## src/rtl/idli_pkg.sv

```systemverilog
// Shared types and opcodes for the idli SQI SRAM interface.
package idli_pkg;

    typedef logic [3:0] slice_t;

    typedef enum logic [3:0] {
        ST_RSTQ,
        ST_GAP,
        ST_EQIO,
        ST_HOLD,
        ST_IDLE,
        ST_CMD,
        ST_ADDR,
        ST_DUMMY,
        ST_DATA
    } sqi_state_t;

    localparam logic [7:0] SQI_OP_READ   = 8'h03;
    localparam logic [7:0] SQI_OP_WRITE  = 8'h02;
    localparam logic [7:0] SQI_OP_EQIO   = 8'h38;
    localparam logic [7:0] SQI_OP_RSTQIO = 8'hFF;

endpackage

```

## src/rtl/idli_sqi_ctrl_m.sv

```systemverilog
// Single-bank SQI SRAM sequencer: puts the device in quad mode after reset, then
// turns one-word read/write requests into CMD/ADDR/[DUMMY]/DATA nibble streams.
module idli_sqi_ctrl_m
    import idli_pkg::*;
#(
    parameter int DUMMY_NIB = 2,
    parameter int CS_HOLD   = 2
) (
    input  logic        i_sqi_gck,
    input  logic        i_sqi_rst,
    input  logic        i_sqi_req_vld,
    output logic        o_sqi_req_rdy,
    input  logic        i_sqi_req_wr,
    input  logic [15:0] i_sqi_req_addr,
    input  logic [15:0] i_sqi_req_data,
    output logic        o_sqi_rd_vld,
    output logic [15:0] o_sqi_rd_data,
    output logic        o_sqi_sck,
    output logic        o_sqi_cs,
    input  slice_t      i_sqi_sio,
    output slice_t      o_sqi_sio,
    output logic        o_sqi_sio_oe
);

    localparam int HW = $clog2(CS_HOLD + 1);

    sqi_state_t      state_q, state_d, nxt_st;
    logic            run_q;
    logic            phase_q, phase_d;
    logic [2:0]      slot_q, slot_d, last_idx;
    logic [HW-1:0]   hcnt_q, hcnt_d;
    logic [23:0]     out_q, out_d;
    logic [15:0]     dat_q, dat_d;
    logic            wr_q, wr_d;
    logic            rd_vld_q, rd_vld_d;
    logic [15:0]     rd_data_q, rd_data_d;
    logic            busy;

    // run_q holds off the first RSTQ slot for one cycle so the outputs sit
    // at their idle values for as long as reset is applied.
    assign busy = run_q && (state_q inside {ST_RSTQ, ST_EQIO, ST_CMD, ST_ADDR, ST_DUMMY, ST_DATA});

    always_comb begin
        last_idx = 3'd0;
        nxt_st   = state_q;
        case (state_q)
            ST_RSTQ:  begin last_idx = 3'd1; nxt_st = ST_GAP;  end
            ST_EQIO:  begin last_idx = 3'd7; nxt_st = ST_HOLD; end
            ST_CMD:   begin last_idx = 3'd1; nxt_st = ST_ADDR; end
            ST_ADDR:  begin
                last_idx = 3'd3;
                nxt_st   = (!wr_q && DUMMY_NIB > 0) ? ST_DUMMY : ST_DATA;
            end
            ST_DUMMY: begin last_idx = 3'(DUMMY_NIB - 1); nxt_st = ST_DATA; end
            ST_DATA:  begin last_idx = 3'd3; nxt_st = ST_HOLD; end
            default:  ;
        endcase
    end

    always_comb begin
        state_d   = state_q;
        phase_d   = phase_q;
        slot_d    = slot_q;
        hcnt_d    = hcnt_q;
        out_d     = out_q;
        dat_d     = dat_q;
        wr_d      = wr_q;
        rd_vld_d  = 1'b0;
        rd_data_d = rd_data_q;
        case (state_q)
            ST_GAP, ST_HOLD: begin
                hcnt_d = hcnt_q + HW'(1);
                if (hcnt_q == HW'(CS_HOLD - 1)) begin
                    hcnt_d  = '0;
                    state_d = (state_q == ST_GAP) ? ST_EQIO : ST_IDLE;
                end
            end
            ST_IDLE: begin
                if (i_sqi_req_vld) begin
                    wr_d    = i_sqi_req_wr;
                    out_d   = {i_sqi_req_wr ? SQI_OP_WRITE : SQI_OP_READ, i_sqi_req_addr};
                    dat_d   = i_sqi_req_data;
                    state_d = ST_CMD;
                end
            end
            default: begin
                if (run_q) begin
                    phase_d = ~phase_q;
                    // Slot ends on the edge closing phase1: advance shifters, sample SIO.
                    if (phase_q) begin
                        slot_d = slot_q + 3'd1;
                        case (state_q)
                            ST_EQIO:         out_d = {out_q[22:0], 1'b0};
                            ST_CMD, ST_ADDR: out_d = {out_q[19:0], 4'h0};
                            ST_DATA:         dat_d = {dat_q[11:0], wr_q ? 4'h0 : i_sqi_sio};
                            default:         ;
                        endcase
                        if (slot_q == last_idx) begin
                            slot_d  = '0;
                            state_d = nxt_st;
                            if (state_q == ST_DATA && !wr_q) begin
                                rd_vld_d  = 1'b1;
                                rd_data_d = {dat_q[11:0], i_sqi_sio};
                            end
                        end
                    end
                end
            end
        endcase
    end

    always_ff @(posedge i_sqi_gck or posedge i_sqi_rst) begin
        if (i_sqi_rst) begin
            state_q   <= ST_RSTQ;
            run_q     <= 1'b0;
            phase_q   <= 1'b0;
            slot_q    <= '0;
            hcnt_q    <= '0;
            out_q     <= {SQI_OP_EQIO, 16'h0000};
            dat_q     <= '0;
            wr_q      <= 1'b0;
            rd_vld_q  <= 1'b0;
            rd_data_q <= '0;
        end else begin
            state_q   <= state_d;
            run_q     <= 1'b1;
            phase_q   <= phase_d;
            slot_q    <= slot_d;
            hcnt_q    <= hcnt_d;
            out_q     <= out_d;
            dat_q     <= dat_d;
            wr_q      <= wr_d;
            rd_vld_q  <= rd_vld_d;
            rd_data_q <= rd_data_d;
        end
    end

    always_comb begin
        o_sqi_sio = 4'h0;
        if (busy) begin
            case (state_q)
                ST_RSTQ:         o_sqi_sio = SQI_OP_RSTQIO[7:4];
                ST_EQIO:         o_sqi_sio = {3'b000, out_q[23]};
                ST_CMD, ST_ADDR: o_sqi_sio = out_q[23:20];
                ST_DATA:         o_sqi_sio = wr_q ? dat_q[15:12] : 4'h0;
                default:         o_sqi_sio = 4'h0;
            endcase
        end
    end

    // Bus turns around at the start of DUMMY (a phase0 cycle), so oe never moves with sck high.
    assign o_sqi_sio_oe  = busy && !(state_q == ST_DUMMY || (state_q == ST_DATA && !wr_q));
    assign o_sqi_cs      = ~busy;
    assign o_sqi_sck     = busy & phase_q;
    assign o_sqi_req_rdy = (state_q == ST_IDLE);
    assign o_sqi_rd_vld  = rd_vld_q;
    assign o_sqi_rd_data = rd_data_q;

endmodule

```

## config.mk

```make
export PLATFORM = sky130hd
export DESIGN_NAME = idli_sqi_ctrl_m
export DESIGN_NICKNAME = d
export VERILOG_FILES = /design/src/rtl/idli_pkg.sv /design/src/rtl/idli_sqi_ctrl_m.sv
export SDC_FILE = /design/constraint.sdc
export NUM_CORES = 1
export LEC_CHECK = 0
export CAP_MARGIN = 0
export CORE_AREA = 2 2 86 88
export CTS_BUF_LIST = sky130_fd_sc_hd__clkbuf_16
export DETAILED_ROUTE_END_ITERATION = 8
export DIE_AREA = 0 0 88 90
export PLACE_DENSITY = 0.82
export SETUP_SLACK_MARGIN = 0.3
export SLEW_MARGIN = 20
export SYNTH_ARGS = -nofsm -noshare
export SYNTH_HDL_FRONTEND = slang
export SYNTH_SLANG_ARGS = --single-unit
```

## constraint.sdc

```tcl
create_clock -name i_sqi_gck -period 4.7 [get_ports i_sqi_gck]
set_clock_uncertainty 0.2 [all_clocks]
set_input_delay 1.41 -clock i_sqi_gck [delete_from_list [all_inputs] [get_ports i_sqi_gck]]
set_output_delay 1.41 -clock i_sqi_gck [all_outputs]
set_load 0.1 [all_outputs]
```

; Word level (Yosys, flattened, before mapping)
; Index checks and enable logic that the tools add are counted.
[word_totals]
wordCells = 90
reg_bits = 69
rom_bits = 0
mem_bits_rw = 0
output_inout_bits = 25
inputBits = 40
memories = 0
latch_bits = 0
[op_classes]
n_shift = 0
order_cmp = 0
addsub = 2
div = 0
mul = 0
n_mux = 32
n_eq_ne = 12
n_reduce_logical = 29
bitwise = 5
[ops]
columns = cell, n
row1 = case mux 24 bit (2 select lines), 2
row2 = 2-to-1 mux 24 bit, 3
row3 = 2-to-1 mux 16 bit, 4
row4 = 2-to-1 mux 4 bit, 9
row5 = case mux 16 bit (2 select lines), 1
row6 = case mux 4 bit (5 select lines), 1
row7 = equality test 4 x 3 -> 1 bit (second input constant), 4
row8 = case mux 4 bit (4 select lines), 1
row9 = AND reduction 5 bit, 3
row10 = nonzero test 3 bit, 4
row11 = case mux 3 bit (3 select lines), 1
row12 = equality test 4 x 2 -> 1 bit (second input constant), 2
row13 = case mux 4 bit (2 select lines), 1
row14 = OR reduction 2 bit, 4
row15 = nonzero test 7 bit, 1
row16 = 2-to-1 mux 1 bit, 6
row17 = 2-to-1 mux 3 bit, 2
row18 = AND reduction 6 bit, 1
row19 = nonzero test 2 bit, 3
row20 = nonzero test 6 bit, 1
row21 = OR reduction 3 bit, 2
row22 = equality test 4 x 1 -> 1 bit (second input constant), 1
row23 = equality test 4 bit (second input constant), 1
row24 = zero test 4 bit, 1
row25 = 13 further kinds, 21

; Depth between registers and ports, before layout
[logic_depth]
ltp_word = 8
ltp_mapped = 9
mapped_depth_nobuf = 6

; Worst setup path after synthesis
; Ideal clock, no wire load.
[synth_path]
path_kind = reg2out
from = register state_q[0]
to = output port o_sqi_sio[1]
t_arrival_ns = 2.984
path_stages_with_launch = 8
n_path_buf = 3
required_time_ns = 3.090
slack_ns = 0.106
cell_sequence = dfrtp_1 > buf_2 > buf_4 > xnor2_1 > nor2_1 > buf_2 > a22oi_1 > a21oi_1
[synth_between]
elab_chain_len = 4
elab_cells_between_ends = 11
cone_classes = eq/ne (5) / mux (2) / reduce/logical (4)
[synth_lines]
columns = element, line
row1 = from (decl), idli_sqi_ctrl_m.sv:27  ; sqi_state_t state_q, state_d, nxt_st;
row2 = from (signal assigned), idli_sqi_ctrl_m.sv:125  ; state_q <= state_d;
row3 = "equality test 4 x 3 -> 1 bit, or another cell as far along", "idli_sqi_ctrl_m.sv:41, idli_sqi_ctrl_m.sv:141"
row4 = OR reduction 2 bit or nonzero test 6 bit (tied branches), "idli_sqi_ctrl_m.sv:141, idli_sqi_ctrl_m.sv:41"
row5 = case mux 4 bit (4 select lines) or logical AND 1 bit (tied branches), "idli_sqi_ctrl_m.sv:141, idli_sqi_ctrl_m.sv:41"
row6 = 2-to-1 mux 4 bit (*), idli_sqi_ctrl_m.sv:140  ; if (busy) begin
row7 = to (decl), idli_sqi_ctrl_m.sv:21  ; output slice_t o_sqi_sio,
; Mark *: on every way between the ends. The rest lies on a longest branch, timed or not.

; Final worst setup path
[layout_path]
from = register state_q[2]
to = output port o_sqi_sio[1]
; The elaborated chain is that of the path after synthesis.

==> reports/results.ini <==
[outcome]
outcome=finished, final reports clean

[timing]
holdWs_ns=0.276
hold_violations=0
tightestPinTransition_ns=1.02
final.setup.worst_slack_ns=0.716
post-route-min-period_ns=3.98
relSlewSlack_pct=31.7
setup_tns_ns=0
drv_slew=0
period_share_pct=84.8
rsz0062_at_grt=false
fmax_mhz=251
setup_viol=0

[grt]
grt_pass1_vias=3058
grt_max_degree=59
grt_use_met3_pct=5.14
grtUsageMet1_pct=32.9
grt_pass1_wl_mm=14.8
grt_most_used_layer=met2
antenna_found_initial=0
grt_use_met2_pct=36.5
globalRouteOverflowTotal=0
grtUsageTotal_pct=23.9

[die]
die_h_um=90
ios=65
rows=31
design.core.area_um2=7020
initial_core_util_pct=52.8
die_area_um2=7920
fp.dieW_um=88

[synthesis]
synth_compound_area_share_pct=19.5
synth_top_family_by_area=compound AO/OA/AOI/OAI gates
ys_warn_count=0
synth_edf_count=0
ys_ff_latch=69
synth_xor_area_share_pct=1.18
async_flop_share_pct=100
synthTopCellsByArea=dfrtp_1 45%, mux2i_1 8.1%, a21oi_1 5.5%
yosysUniqueCellTypes=55
yosysTopAreaCell=dfrtp_1
syn-num-nets=424
yosysTopAreaCellShare_pct=44.5
muxShareOfSynthArea_pct=13.9
synth-adder-area-share_pct=0.337
synth_flop_cell=dfrtp_1
synth_cells=383
syn_avg_cell_area_um2=9.68
synth-simple-area-share_pct=14.1
synth_area_um2=3710
yosysSeqAreaShare_pct=46.7

[place]
dp_cells=526
port_buffers=64
pre_cts_slack_ns=1.09
gp_congestion=0.910
hpwl_mm=6.01

[power]
swShare_pct=23.6
p_leak_nw=1.96
internal_power_mw=1.00
comb_power_share_pct=5.6
powerDensity_nw_per_um2=279
p_seq_share_pct=46.1
peakVddDrop_mv=0.223
clock_power_share_pct=48.3
finalPower_mw=1.31
power_switching_mw=0.309

[clock_network]
cts_tree=done
cts-root-buf=clkbuf_16
clkTransAtPathRegs_ns=0.06
post_cts_resized=0
htree_levels=3
clockBufferDepth=2
clock-sinks=69
cts_buffers=9
insertion_delay_ns=0.33
cts_hold_buffers=0
cts_setup_buffers=0

[drt]
drc_errors=0
dr.pass1.iters=5
detail_route.vias_per_cell=5.80
route.vias.total=3144
wl_mm=8.93
antenna_left=0
wl_per_cell_um=16.5
drtIter0Drc=208

[final_layout]
area.growth.synth_to_final_pct=26.5
fin_cells=542
nFillCells=544
n_antenna_cell=0
final_layout_size_suffix_gt1_share_pct=13.3
regArea_um2=1730
num-nets-final=479
multiInputGateArea_um2=1840

[hold_path]
hp-class=register to register

[setup_path]
critical_path_class=register to output port
crit_chain=or2_2 -> nor2_1 -> and3_1 -> a22oi_1 -> a21oi_2 -> buf_4
path_buf_inv=1
cp-start-kind=register
critical-path-max-stage-delay_ns=0.63
slowest_stage=dfrtp_1
crit_family=simple AND/OR/NAND/NOR gates
cp_data_required_time_ns=3.09
path_max_fanout=24
critPathArrivalTime_ns=2.37
endpoint_kind=output port

[flow_run]
maxCapViolCount=0

-- layout make-up --
cell class                 count  share of cell area [%]
clock inverter                 7                    1.20
multi-input combinational    281                    39.3
sequential                    69                    36.9
inverter                       5                   0.400
clock buffer                   9                    4.80
timing repair buffer          72                    14.8
tap                           99                    2.64
-- synth_stat cells, drive strengths merged, types with 2 or more instances --
library cell	instances
o22ai	2
xnor2	3
xor2	2
nand3b	2
a211oi	2
nand2	33
o21bai	3
a22oi	9
a22o	2
nor2	42
nor3	8
or3b	2
a211o	2
nand3	3
o21ai	25
buf	16
o31ai	7
o21a	2
nor3b	5
a21o	5
dfrtp	66
a21oi	41
inv	5
mux2	19
a31oi	2
clkbuf	12
mux2i	30
nor2b	4
or3	3
o32ai	4
dfstp	3
nand2b	5
-- per-layer routing --
metal  up-vias  wire (µm)
met5         -          0
met4         0        219
met3        18        563
met2       125       4300
met1      1520       3850
li1       1481          -
-- stage by stage --
step | util [%] | area, µm²
after floorplan | - | 3720
after global routing | 66.8 | 4690
after CTS | 66.8 | 4690
after global placement | 62.8 | 4410
after detailed placement | 62.8 | 4410
final | 66.8 | 4690
-- state kept, by name, summed over array words and instances (netlist names), 2 cells and up --
register	cells
hcnt_q	2
state_q	4
dat_q	16
o_sqi_rd_data	16
out_q	24
slot_q	3
-- cell families after synthesis --
kind of cell,Yosys count
DFF,69
AOI/OAI and AO/OA,114
other,1
and+or+nand+nor,111
xor gates and xnor gates,5
buffers and inverters,33
muxes,49
adders and majority gates,1
-- power groups by stage --
| stage | Combinational [mW] | Clock, mW | Sequential, mW |
|---|---|---|---|
| finish | 0.0733 | 0.633 | 0.604 |
| global route | 0.0800 | 0.666 | 0.604 |
| CTS | 0.0740 | 0.641 | 0.604 |
| detailed placement | 0.0733 | 0 | 0.615 |
| global placement | 0.0719 | 0 | 0.614 |
| floorplan | 0.0281 | 0 | 0.614 |
-- path summary, 6_finish.rpt --
kind                                           endpoint  slack (ns)              startpoint  cells after the start
hold reg to reg                   hcnt_q[0]$_DFFE_PP0N_        0.28   hcnt_q[0]$_DFFE_PP0N_                      1
max in group asynchronous         out_q[19]$_DFFE_PP1P_        2.35               i_sqi_rst                      3
setup reg to reg           o_sqi_rd_data[7]$_DFFE_PP0P_        1.79  state_q[0]$_DFFE_PP0P_                      6
setup / recovery                           o_sqi_sio[1]        0.72  state_q[2]$_DFFE_PP0P_                      6
min in group asynchronous  o_sqi_rd_data[8]$_DFFE_PP0P_        1.18               i_sqi_rst                      2
hold / removal                    hcnt_q[0]$_DFFE_PP0N_        0.28   hcnt_q[0]$_DFFE_PP0N_                      1
-- cells in the final DEF (no fill, tap or decap), types with 5 or more instances in the layout --
cell type,n
mux2_1,9
o21ai_0,24
nand2b_1,5
nor2_1,41
buf_4,15
nor3b_1,5
mux2i_1,30
a22oi_1,9
clkbuf_16,9
dfrtp_1,66
o31ai_1,7
a21o_1,5
nand2_1,33
a21oi_1,38
nor3_1,5
clkdlybuf4s50_1,56
mux2_2,10
Power figures use the tool's default switching activity.
